`config.mk`:
```
export PLATFORM = sky130hd
export DESIGN_NAME = dual_switch_debounce
export DESIGN_NICKNAME = d
export VERILOG_FILES = /design/src/rtl/debounce_pkg.sv /design/src/rtl/debounce_channel.sv /design/src/rtl/dual_switch_debounce.sv
export SDC_FILE = /design/constraint.sdc
export NUM_CORES = 1
export LEC_CHECK = 0
export ABC_AREA = 1
export BUFFER_PORTS_ARGS = -buffer_cell sky130_fd_sc_hd__buf_2
export CORE_ASPECT_RATIO = 0.7
export CORE_MARGIN = 2
export CORE_UTILIZATION = 55
export DETAILED_ROUTE_END_ITERATION = 10
export MAX_ROUTING_LAYER = met4
export PLACE_DENSITY = 0.72
export SETUP_SLACK_MARGIN = 0.4
export SLEW_MARGIN = 15
export SYNTH_ARGS = -nofsm -noshare
export SYNTH_HDL_FRONTEND = slang
export SYNTH_SLANG_ARGS = --single-unit
```
`constraint.sdc`:
```
create_clock -name clk -period 2 [get_ports clk]
set_clock_uncertainty 0.1 [all_clocks]
set_input_delay 0.1 -clock clk [delete_from_list [all_inputs] [get_ports clk]]
set_output_delay 0.1 -clock clk [all_outputs]
set_load 0.02 [all_outputs]
```
`src/rtl/debounce_pkg.sv`:
```
// Shared types and constants for the switch debouncer.
// Each channel runs the same two-state FSM defined here.
package debounce_pkg;

  typedef enum logic {
    DB_STABLE  = 1'b0,
    DB_PENDING = 1'b1
  } db_state_e;

  localparam int DB_DEFAULT_CYCLES = 250000;

endpackage

```
`src/rtl/debounce_channel.sv`:
```
// One switch channel: two-flop synchronizer, agreement counter and FSM.
// Accepts a new level after DEBOUNCE_CYCLES cycles and emits registered rise/fall pulses.
module debounce_channel
  import debounce_pkg::*;
#(
  parameter int DEBOUNCE_CYCLES = DB_DEFAULT_CYCLES,
  parameter int CNT_W           = $clog2(DEBOUNCE_CYCLES)
) (
  input  logic clk,
  input  logic rst,
  input  logic switch_i,
  output logic level_o,
  output logic rise_o,
  output logic fall_o
);

  localparam logic [CNT_W-1:0] CNT_LAST = CNT_W'(DEBOUNCE_CYCLES - 1);

  logic             s1_q, s2_q;
  db_state_e        state_q, state_d;
  logic [CNT_W-1:0] cnt_q, cnt_d;
  logic             out_q, out_d;
  logic             rise_q, rise_d;
  logic             fall_q, fall_d;

  always_ff @(posedge clk) begin
    if (rst) begin
      s1_q    <= 1'b0;
      s2_q    <= 1'b0;
      state_q <= DB_STABLE;
      cnt_q   <= '0;
      out_q   <= 1'b0;
      rise_q  <= 1'b0;
      fall_q  <= 1'b0;
    end else begin
      s1_q    <= switch_i;
      s2_q    <= s1_q;
      state_q <= state_d;
      cnt_q   <= cnt_d;
      out_q   <= out_d;
      rise_q  <= rise_d;
      fall_q  <= fall_d;
    end
  end

  always_comb begin
    state_d = state_q;
    cnt_d   = cnt_q;
    out_d   = out_q;
    rise_d  = 1'b0;
    fall_d  = 1'b0;
    case (state_q)
      DB_STABLE: begin
        if (s2_q != out_q) begin
          state_d = DB_PENDING;
          cnt_d   = CNT_W'(1);
        end else begin
          cnt_d = '0;
        end
      end
      DB_PENDING: begin
        // Agreement check comes first so a glitch ending on the last count is still rejected.
        if (s2_q == out_q) begin
          state_d = DB_STABLE;
          cnt_d   = '0;
        end else if (cnt_q == CNT_LAST) begin
          state_d = DB_STABLE;
          cnt_d   = '0;
          out_d   = s2_q;
          rise_d  = s2_q;
          fall_d  = ~s2_q;
        end else begin
          cnt_d = cnt_q + CNT_W'(1);
        end
      end
      default: begin
        state_d = DB_STABLE;
        cnt_d   = '0;
      end
    endcase
  end

  assign level_o = out_q;
  assign rise_o  = rise_q;
  assign fall_o  = fall_q;

endmodule

```
`src/rtl/dual_switch_debounce.sv`:
```
// Two independent debounced switch channels feeding the downstream AND stage.
// Every output is a flop inside debounce_channel.
module dual_switch_debounce
  import debounce_pkg::*;
#(
  parameter int DEBOUNCE_CYCLES = DB_DEFAULT_CYCLES,
  parameter int CNT_W           = $clog2(DEBOUNCE_CYCLES)
) (
  input  logic clk,
  input  logic rst,
  input  logic switch_1,
  input  logic switch_2,
  output logic input_1,
  output logic input_2,
  output logic rise_1,
  output logic fall_1,
  output logic rise_2,
  output logic fall_2
);

  debounce_channel #(
    .DEBOUNCE_CYCLES(DEBOUNCE_CYCLES),
    .CNT_W          (CNT_W)
  ) u_ch1 (
    .clk     (clk),
    .rst     (rst),
    .switch_i(switch_1),
    .level_o (input_1),
    .rise_o  (rise_1),
    .fall_o  (fall_1)
  );

  debounce_channel #(
    .DEBOUNCE_CYCLES(DEBOUNCE_CYCLES),
    .CNT_W          (CNT_W)
  ) u_ch2 (
    .clk     (clk),
    .rst     (rst),
    .switch_i(switch_2),
    .level_o (input_2),
    .rise_o  (rise_2),
    .fall_o  (fall_2)
  );

endmodule

```
Word level (Yosys, flattened, before mapping). Cells that the tools add are included.

Output and inout port bits: 6. Latch bits: 0. Bits in registers: 48. Memories: 0. Input bits: 4. ROM bits: 0. Bits in writable memories: 0. Logic and storage cells: 50.

$mul: 0. Div/mod/pow operators: 0. Shift-type cells: 0. Magnitude comparators: 0. Muxes and demuxes: 16. Bitwise logic cells: 8. Add/subtract/negate cells: 2. Equality and inequality tests: 6. Reduce and logical (&&, ||, !) cells: 4.

Operator list (count): $mux 18 (4); $pmux 18 s2 (2); $add 18x1->18 const B (2); $eq 18x18->1 const B (2); $mux 1 (8); $not 1->1 (8); $reduce_or 4->1 (2); $reduce_and 3->1 (2); $pmux 1 s2 (2); $eq 1x1->1 (2); $ne 1x1->1 (2).

Longest topological paths before layout. Gate-level depths: netlist of the first run.

Word-level depth: 4. Depth in mapped cells: 9. Gate-level depth less buffers: 8.

Cells and area by module. Synthesis of the first run repeated with hierarchy kept, for this count alone.

Cell total of the unflattened synthesis: 340. Area, all modules: 2319.7 µm².

By module, submodules not included: debounce_channel (cells an instance 170, instances 2, area each 1159.9 µm², sequential area each 480.5 µm²).

Worst setup path before layout of the first run. No wires, ideal clock.

Path type: register to register. Start point: reg u_ch1.cnt_q[0]. End point: reg u_ch1.cnt_q[10]. Cell stages (with the launch flop): 10. Required time: 1786 ps. Path buffers: 1. Path slack: 527 ps. Library setup time: 114 ps. Clock period less this slack: 1473 ps. Data arrival time: 1259 ps. Cells stage by stage: dfxtp_1 ha_1 nand2_2 nor2_4 inv_2 nor2_4 nand3_2 nand2_4 buf_12 nor2_1.

Longest elaborated chain between the ends: 4. Elaborated cells between the ends (all ways): 5. Classes of those cells: add/sub: 1; eq/ne: 1; mux: 3.

RTL lines: from (decl) (line debounce_channel.sv:21) `logic [CNT_W-1:0] cnt_q, cnt_d;`; from (signal assigned) (line debounce_channel.sv:39) `cnt_q <= cnt_d;`; $add 18x1->18 / $eq 18x18->1 (equally long branches) (line debounce_channel.sv:73, debounce_channel.sv:66); $mux 18 (*) (line debounce_channel.sv:66) `end else if (cnt_q == CNT_LAST) begin`; $mux 18 (*) (line debounce_channel.sv:63) `if (s2_q == out_q) begin`; $pmux 18 s2 (*) (line debounce_channel.sv:52) `case (state_q)`.

Every way passes the cells marked *; elsewhere a longest branch is shown, timed or not. A chain may end at the register's enable or synchronous reset.

Final worst setup path of the first run.
Start point: reg u_ch1.cnt_q[0]. End point: reg u_ch1.cnt_q[4].

The elaborated chain is that of the path after synthesis.

==> results of run 1 <==
-- per-stage QoR --
step                cell area [µm²]  total power [W]
detailed placement             2450          0.00101
global placement               2450          0.00101
global route                   2760          0.00163
finish                         2760          0.00157
CTS                            2610          0.00158
floorplan                      2380          0.00100
-- registers in the layout, indices dropped and copies added, names as in the netlist --
name	cells
u_ch1.cnt_q	18
u_ch2.cnt_q	18
u_ch1.fall_o	1
u_ch1.level_o	1
u_ch1.rise_o	1
u_ch1.s1_q	1
u_ch1.s2_q	1
u_ch1.state_q	1
u_ch2.fall_o	1
u_ch2.level_o	1
u_ch2.rise_o	1
u_ch2.s1_q	1
u_ch2.s2_q	1
u_ch2.state_q	1
-- how the worst max path moves through the flow --
stage / to / slack (ns) / cells after the start
floorplan: u_ch1.cnt_q[10] / 0.53 / 9
global placement: u_ch1.cnt_q[0] / 0.41 / 8
detailed placement: u_ch1.cnt_q[0] / 0.30 / 8
CTS: u_ch1.cnt_q[0] / 0.34 / 8
global route: u_ch1.cnt_q[0] / 0.37 / 8
finish: u_ch1.cnt_q[4] / 0.44 / 8
-- per-layer routing --
metal  global-route usage [%]  vias up  routed length, µm
li1                         -     1149                  -
met1                     37.0      973               2890
met2                     27.9       85               2110
met3                     5.79        5                466
met4                     4.92        0                 24
met5                        -        -                  0
-- final cells by class --
class | instances | share of cell area [%]
clock inverters | 3 | 0.680
well taps | 52 | 2.36
inverters | 44 | 5.99
clock buffers | 5 | 2.49
flip-flops and latches | 48 | 35.1
multi-input cells | 255 | 48.5
repair buffers | 19 | 4.81
-- logic make-up (layout without fill, tap and decap cells) --
kind of cell	Yosys count	count (layout)
adders and majority gates	2	2
AOI/OAI and AO/OA	26	26
DFF	48	48
buffers and inverters	47	71
xor gates and xnor gates	12	12
and+or+nand+nor	211	215
-- where the power goes --
group | leakage (nW) | total (W) | switching, W | internal (W)
combinational | 0.461 | 0.0000315 | 0.0000174 | 0.0000141
sequential | 0.390 | 0.000964 | 0.00000519 | 0.000959
clock | 0.0479 | 0.000577 | 0.000333 | 0.000244
total | 0.898 | 0.00157 | 0.000355 | 0.00122
-- worst min-delay path, stage by stage, from the launching register on --
cell and delay (ns):
dfxtp_1 0.31, inv_1 0.04, nor2_1 0.03
-- cells in the mapped netlist --
cell type	n	area, µm²
a21boi_0	1	7.51
a21oi_1	15	75.1
a21oi_2	5	43.8
buf_12	1	20.0
buf_6	1	11.3
clkbuf_1	1	3.75
clkinv_1	1	3.75
dfxtp_1	48	961
ha_1	2	25.0
inv_1	42	158
inv_2	1	3.75
nand2_1	82	308
nand2_2	2	12.5
nand2_4	1	11.3
nand3_1	18	90.1
nand3_2	3	30.0
nand3b_1	4	30.0
nand4_1	9	56.3
nor2_1	76	285
nor2_2	2	12.5
nor2_4	3	33.8
nor3_1	7	35.0
nor3_2	1	10.0
o21ai_0	5	25.0
or2_0	2	12.5
or2_2	1	6.26
xnor2_1	4	35.0
xor2_1	8	70.1
-- what timing repair did --
| item | CTS | global route |
|---|---|---|
| setup endpoints to repair | 32 | 36 |
| endpoints found under the hold margin | 5 | 0 |
| hold buffers | 5 | 0 |
| gates cloned | 0 | 4 |
| pin swaps | 0 | 6 |
| gates resized for setup | 3 | 17 |
| setup buffers | 0 | 5 |
==> summary.md, run 1 <==
| Metric | Value |
|---|---|
| Status | complete, no violations |
| Cells along the critical path | ha_4 -> nand2_2 -> nor2_4 -> inv_2 -> nor2_4 -> nand3_4 -> nand2_8 -> a21oi_1 |
| Share of cells above drive strength 1 | 14.2% |
| Count of buffers inserted at the top-level ports | 9 |
| Wire length of the first global-routing pass | 8.16 mm |
| Total inserted antenna cells | 0 |
| Mean number of vias per cell | 5.19 |
| Capture endpoint of the worst hold path | u_ch1.s2_q |
| Leading cell type in the layout, fill and taps excluded | nand2_1 |
| Commonest cells after routing, fill and taps aside | nand2_1 (81), nor2_1 (74), dfxtp_1 (45) |
| Worst setup SP type | flop |
| Mean instance size in the synthesized netlist | 6.87 µm² |
| 1st-pass router iterations | 6 |
| Layout Utilization | 68.3% |
| RSZ-0062 raised after global routing | yes |
| Per-cell routed wire length | 12.9 µm |
| Worst path max stage delay | 0.39 ns |
| Antenna violations before repair | 0 |
| Finish-stage setup viols | 0 |
| Area of the mapped netlist | 2380 µm² |
| Hold wc startpoint | u_ch1.s1_q |
| Count of vias placed by the detailed router | 2212 |
| Final critical delay including setup and external delays | 1.56 ns |
| Number of placed instances with taps included | 404 |
| Root buffer cell | clkbuf_8 |
| Die width | 82.6 µm |
| Multi-input gate area in the final layout | 1340 µm² |
| Clock latency on the worst-skew pair | 0.30 ns |
| Fraction of the cycle the final worst path needs | 78.0% |
| Pins over their slew limit | 0 |
| HPWL Detailed | 3.61 mm |
| Post-Layout Cell Count | 426 |
| Maximum root-to-sink buffer count | 2 |
| Number of top-level design ports | 10 |
| Synth warn | 0 |
| Required time at the worst-slack endpoint | 2.10 ns |
| Global Route Usage Sum | 22.9% |
| DRC violation count after routing | 0 |
| Number of cell instances on the worst register-to-register path | 8 |
| Power density normalized to cell area | 570 nW/µm² |
| Count of state elements after synthesis | 48 |
| Vias in the first global route | 1784 |
| Static leakage | 0.898 nW |
| Synthesized-area fraction occupied by adder cells | 1.05% |
| Post-route worst setup slack | 0.440 ns |
| Post-detailed-route count of antenna-violating nets | 0 |
| Die ar. | 4870 µm² |
| Dominant combinational cell family by area after synthesis | simple AND/OR/NAND/NOR gates |
| Number of fill cells in the layout | 336 |
| Area fraction in and, or, nand and nor cells after synthesis | 39.3% |
| Post-synthesis cell count | 346 |
| Register-to-Register Setup Slack | 0.44 ns |
| Peak fanout along the critical path | 9 |
| Chip height | 59.0 µm |
| Initial core utilization | 58.8% |
| Final Hold Vio Count | 0 |
| Clock sinks | 48 |
| Number of cell rows | 19 |
| H-tree depth reported by CTS | 2 |
| Maximum vdd drop | 0.000498 V |
| TritonCTS clock tree | built |
| Element type at the critical path end | flop |
| Total overflow reported by the global router | 0 |
| Sequential share of the synthesized area | 40.4% |
| Worst Hold Slack | 0.311 ns |
| Number of clock buffers inserted by TritonCTS | 5 |
| Multiplexer share of the synthesized area | 0% |
| Area of all sequential standard cells | 970 µm² |
| Reg-to-Reg End | u_ch1.cnt_q[4] |
| Critical path class | reg -> reg |
| Arrival time at the worst endpoint | 1.66 ns |
| Unique cell type count in the Yosys netlist | 28 |
| Most common cell type on the critical path | nor2_4 |
| Setup TNS | 0 ns |
| Min-Delay Path Class | reg -> reg |
| Slowest cell on the critical path | dfxtp_4 |
| Core region area | 4040 µm² |
| Wire length reported by the detailed router | 5.49 mm |
| Cell class contributing the biggest share of worst-path delay | simple AND/OR/NAND/NOR gates |
| Tightest slew margin relative to the limit | 74.7% |
| Synthesized net count | 352 |
| Cell depth of the worst min-delay path | 2 |
| Transition time at the pin with the least slew margin | 0.379 ns |
| Number of DRC markers in iteration 0 | 286 |
| Number of max-cap violations | 0 |
| Area grow syn2layout | 16.1% |
| Crit path buffers/inverters | 1 |
| R2R Path Start | u_ch1.cnt_q[0] |
| Worst setup path start | u_ch1.cnt_q[0] |
| Gp weighted congestion | 0.866 |
| Post-CTS clock slew at the launch and capture registers of the worst setup and hold paths | 0.09 ns |
| Upper clock frequency limit | 641 MHz |
| Worst slack at placement | 0.300 ns |
| Xor/xnor share of the synthesized area | 4.42% |
| Synthesized-area fraction occupied by ao, oa, aoi and oai cells | 6.37% |
| Post-layout nets | 379 |
| Largest net degree at the start of global routing | 20 |
No activity file was read; power rests on OpenSTA's default activity.
==> run 2: changes to the inputs <==
--- a/config.mk
+++ b/config.mk
@@ -12,7 +12,7 @@
 export CORE_UTILIZATION = 55
 export DETAILED_ROUTE_END_ITERATION = 10
 export MAX_ROUTING_LAYER = met4
-export PLACE_DENSITY = 0.72
+export PLACE_DENSITY = 0.75
 export SETUP_SLACK_MARGIN = 0.4
 export SLEW_MARGIN = 15
 export SYNTH_ARGS = -nofsm -noshare
==> constraint.sdc (replaced) <==
create_clock -name clk -period 1.3 [get_ports clk]
set_clock_uncertainty 0.1 [all_clocks]
set_input_delay 0.065 -clock clk [delete_from_list [all_inputs] [get_ports clk]]
set_output_delay 0.065 -clock clk [all_outputs]
set_load 0.02 [all_outputs]
==> run 2 against run 1 <==
  * The run now ends with negative setup slack left
  * Sequential power rose by 54%
  * Sequential share of layout area shrank 6.3 points
  * Die area stayed put
  * Cell count increased by 12%
  * Via count up 20%
  * Critical path depth is 1 lower
  * Critical endpoint is now u_ch1.cnt_q[9]
  * Largest cell class unchanged
  * Highest routed layer unchanged
==> summary.md, run 2 (synthesis gave the netlist of run 1 again) <==
| Metric | Value |
|---|---|
| Total Power Consumption | 0.00247 W (+57%) |
| Area grow syn2layout | 45.2% |
| Worst path max stage delay | 0.41 ns (+0.02 ns) |
| TritonCTS clock tree | built |
| H-tree depth reported by CTS | 2 (unchanged) |
| Count of buffers inserted at the top-level ports | 9 (unchanged) |
| Die ar. | 4870 µm² (unchanged) |
| Most common cell type on the critical path | nand2_1 |
| Per-cell routed wire length | 15.9 µm (+23%) |
| Clock latency on the worst-skew pair | 0.31 ns (about the same) |
| Number of placed instances with taps included | 454 (+12%) |
| Required time at the worst-slack endpoint | 1.43 ns (-0.67 ns) |
| Chip height | 59.0 µm (unchanged) |
| Fraction of the cycle the final worst path needs | 121% (+43 points) |
| Number of fill cells in the layout | 216 (-36%) |
| HPWL Detailed | 4.25 mm (+18%) |
| Die width | 82.6 µm (unchanged) |
| Tightest slew margin relative to the limit | 79.9% (+5.1 points) |
| Cells along the critical path | inv_1 -> nand2_1 -> nand2_1 -> nor3_2 -> nand2_4 -> buf_12 -> nor3_1 |
| Gp weighted congestion | 0.911 (+5.2%) |
| Crit path buffers/inverters | 2 (+1) |
| Min-Delay Path Class | in -> reg |
| Maximum root-to-sink buffer count | 2 (unchanged) |
| Initial core utilization | 58.8% (unchanged) |
| Post-Layout Cell Count | 477 (+12%) |
| Largest registers in the final layout | u_ch1.cnt_q: 18 flops, u_ch2.cnt_q: 18 flops |
| Core region area | 4040 µm² (unchanged) |
| RSZ-0062 raised after global routing | yes |
| Number of top-level design ports | 10 (unchanged) |
| Finish-stage setup viols | 44 (+44) |
| Count of vias placed by the detailed router | 2653 (+20%) |
| Worst slack at placement | -0.147 ns (-0.447 ns) |
| Final critical delay including setup and external delays | 1.57 ns (+0.0147 ns) |
| Number of DRC markers in iteration 0 | 212 (-26%) |
| Clock sinks | 48 (unchanged) |
| Largest net degree at the start of global routing | 17 (-15%) |
| Total overflow reported by the global router | 0 (unchanged) |
| Leading cell type in the layout, fill and taps excluded | nand2_1 |
| Root buffer cell | clkbuf_8 |
| Post-CTS clock slew at the launch and capture registers of the worst setup and hold paths | 0.10 ns (about the same) |
| Upper clock frequency limit | 635 MHz (-0.94%) |
| Share of cells above drive strength 1 | 38.8% (+25 points) |
| DRC violation count after routing | 0 (unchanged) |
| 1st-pass router iterations | 5 (-1) |
| Critical path class | reg -> reg |
| Number of clock buffers inserted by TritonCTS | 5 (unchanged) |
| Total inserted antenna cells | 0 (unchanged) |
| Number of cell rows | 19 (unchanged) |
| Post-layout nets | 430 (+13%) |
| Multi-input gate area in the final layout | 1450 µm² (+8.6%) |
| Worst setup SP type | flop |
| Number of max-cap violations | 0 (unchanged) |
| Power density normalized to cell area | 715 nW/µm² (+25%) |
| Slowest cell on the critical path | dfxtp_1 |
| Commonest cells after routing, fill and taps aside | nand2_1 (77), nor2_1 (56), buf_4 (48) |
| Wire length reported by the detailed router | 7.58 mm (+38%) |
| Post-route worst setup slack | -0.274 ns (-0.715 ns) |
| Peak fanout along the critical path | 11 (+2) |
| Mean number of vias per cell | 5.56 (+7.1%) |
| Layout Utilization | 85.4% (+17 points) |
| Worst Hold Slack | 0.0840 ns (-0.227 ns) |
| Static leakage | 1.23 nW (+37%) |
| Vias in the first global route | 2444 (+37%) |
| Final Hold Vio Count | 0 (unchanged) |
| Transition time at the pin with the least slew margin | 0.301 ns (-0.0779 ns) |
| Area of all sequential standard cells | 993 µm² (+2.5%) |
| Antenna violations before repair | 0 (unchanged) |
| Arrival time at the worst endpoint | 1.70 ns (+0.04 ns) |
| Cell class contributing the biggest share of worst-path delay | simple AND/OR/NAND/NOR gates |
| Post-detailed-route count of antenna-violating nets | 0 (unchanged) |
| Violated checks | negative setup slack |
| Wire length of the first global-routing pass | 11.2 mm (+37%) |
| Global Route Usage Sum | 31.4% (+8.4 points) |
| Pins over their slew limit | 0 (unchanged) |
| Maximum vdd drop | 0.000772 V (+55%) |
| Status | finished, violations left |
| Element type at the critical path end | flop |
-- run 2: cell types whose count changed in the layout (fill, tap and decap cells not counted), sizes merged --
cell | before | now
nand3 | 23 | 21
buf | 14 | 70
clkinvlp | 0 | 2
dlygate4sd3 | 5 | 4
clkinv | 4 | 2
nand2 | 87 | 85
-- run 2: power breakdown --
| group | leakage (nW) | total (W) | internal [W] | switching, W |
|---|---|---|---|---|
| clock | 0.0404 | 0.000921 | 0.000382 | 0.000539 |
| sequential | 0.399 | 0.00148 | 0.00147 | 0.00000709 |
| combinational | 0.790 | 0.0000659 | 0.0000299 | 0.0000361 |
-- run 2: routing by layer --
metal | share of wire (%) | vias up | GRT usage [%]
li1 | - | 1241 | -
met1 | 45 | 1243 | 43.3
met2 | 46 | 143 | 49.8
met3 | 6.8 | 26 | 5.79
met4 | 2.5 | 0 | 4.45
met5 | 0 | - | -
-- run 2: worst paths after layout --
path | slack (ns) | cells after the start | from | end
setup reg to reg | -0.27 | 7 | u_ch1.s2_q | u_ch1.cnt_q[9]
hold reg to reg | 0.34 | 2 | u_ch1.s1_q | u_ch1.s2_q
setup / recovery | -0.27 | 7 | u_ch1.s2_q | u_ch1.cnt_q[9]
hold / removal | 0.08 | 4 | rst | u_ch1.cnt_q[4]
-- run 2: tightest hold or removal path, delay by kind of cell --
| kind | cells | cell delay (ns) |
|---|---|---|
| AO/OA/AOI/OAI | 1 | 0.06 |
| buffers and inverters | 1 | 0.13 |
| AND/OR/NAND/NOR | 2 | 0.19 |
-- run 2: layout make-up --
| type | count | area share, % |
|---|---|---|
| multi-input combinational | 251 | 42.1 |
| sequential | 48 | 28.8 |
| timing repair buffer | 74 | 19.7 |
| inverter | 44 | 4.79 |
| clock buffer | 5 | 1.99 |
| tap | 52 | 1.89 |
| clock inverter | 3 | 0.689 |
-- run 2: per-stage QoR --
stage	TNS, ns	instance area [µm²]
2_1_floorplan	-1.45	2450
3_3_place_gp	-2.39	2930
3_5_place_dp	-3.22	2930
4_1_cts	-4.69	3330
5_1_grt	-9.93	3450
6_report	-7.53	3450
-- run 2: repair_timing --
action,CTS,global route
endpoints found under the hold margin,5,0
hold buffers,4,0
gates resized for setup,57,34
pin swaps,13,9
cloned,2,0
setup endpoints to repair,50,50
setup buffers,7,2
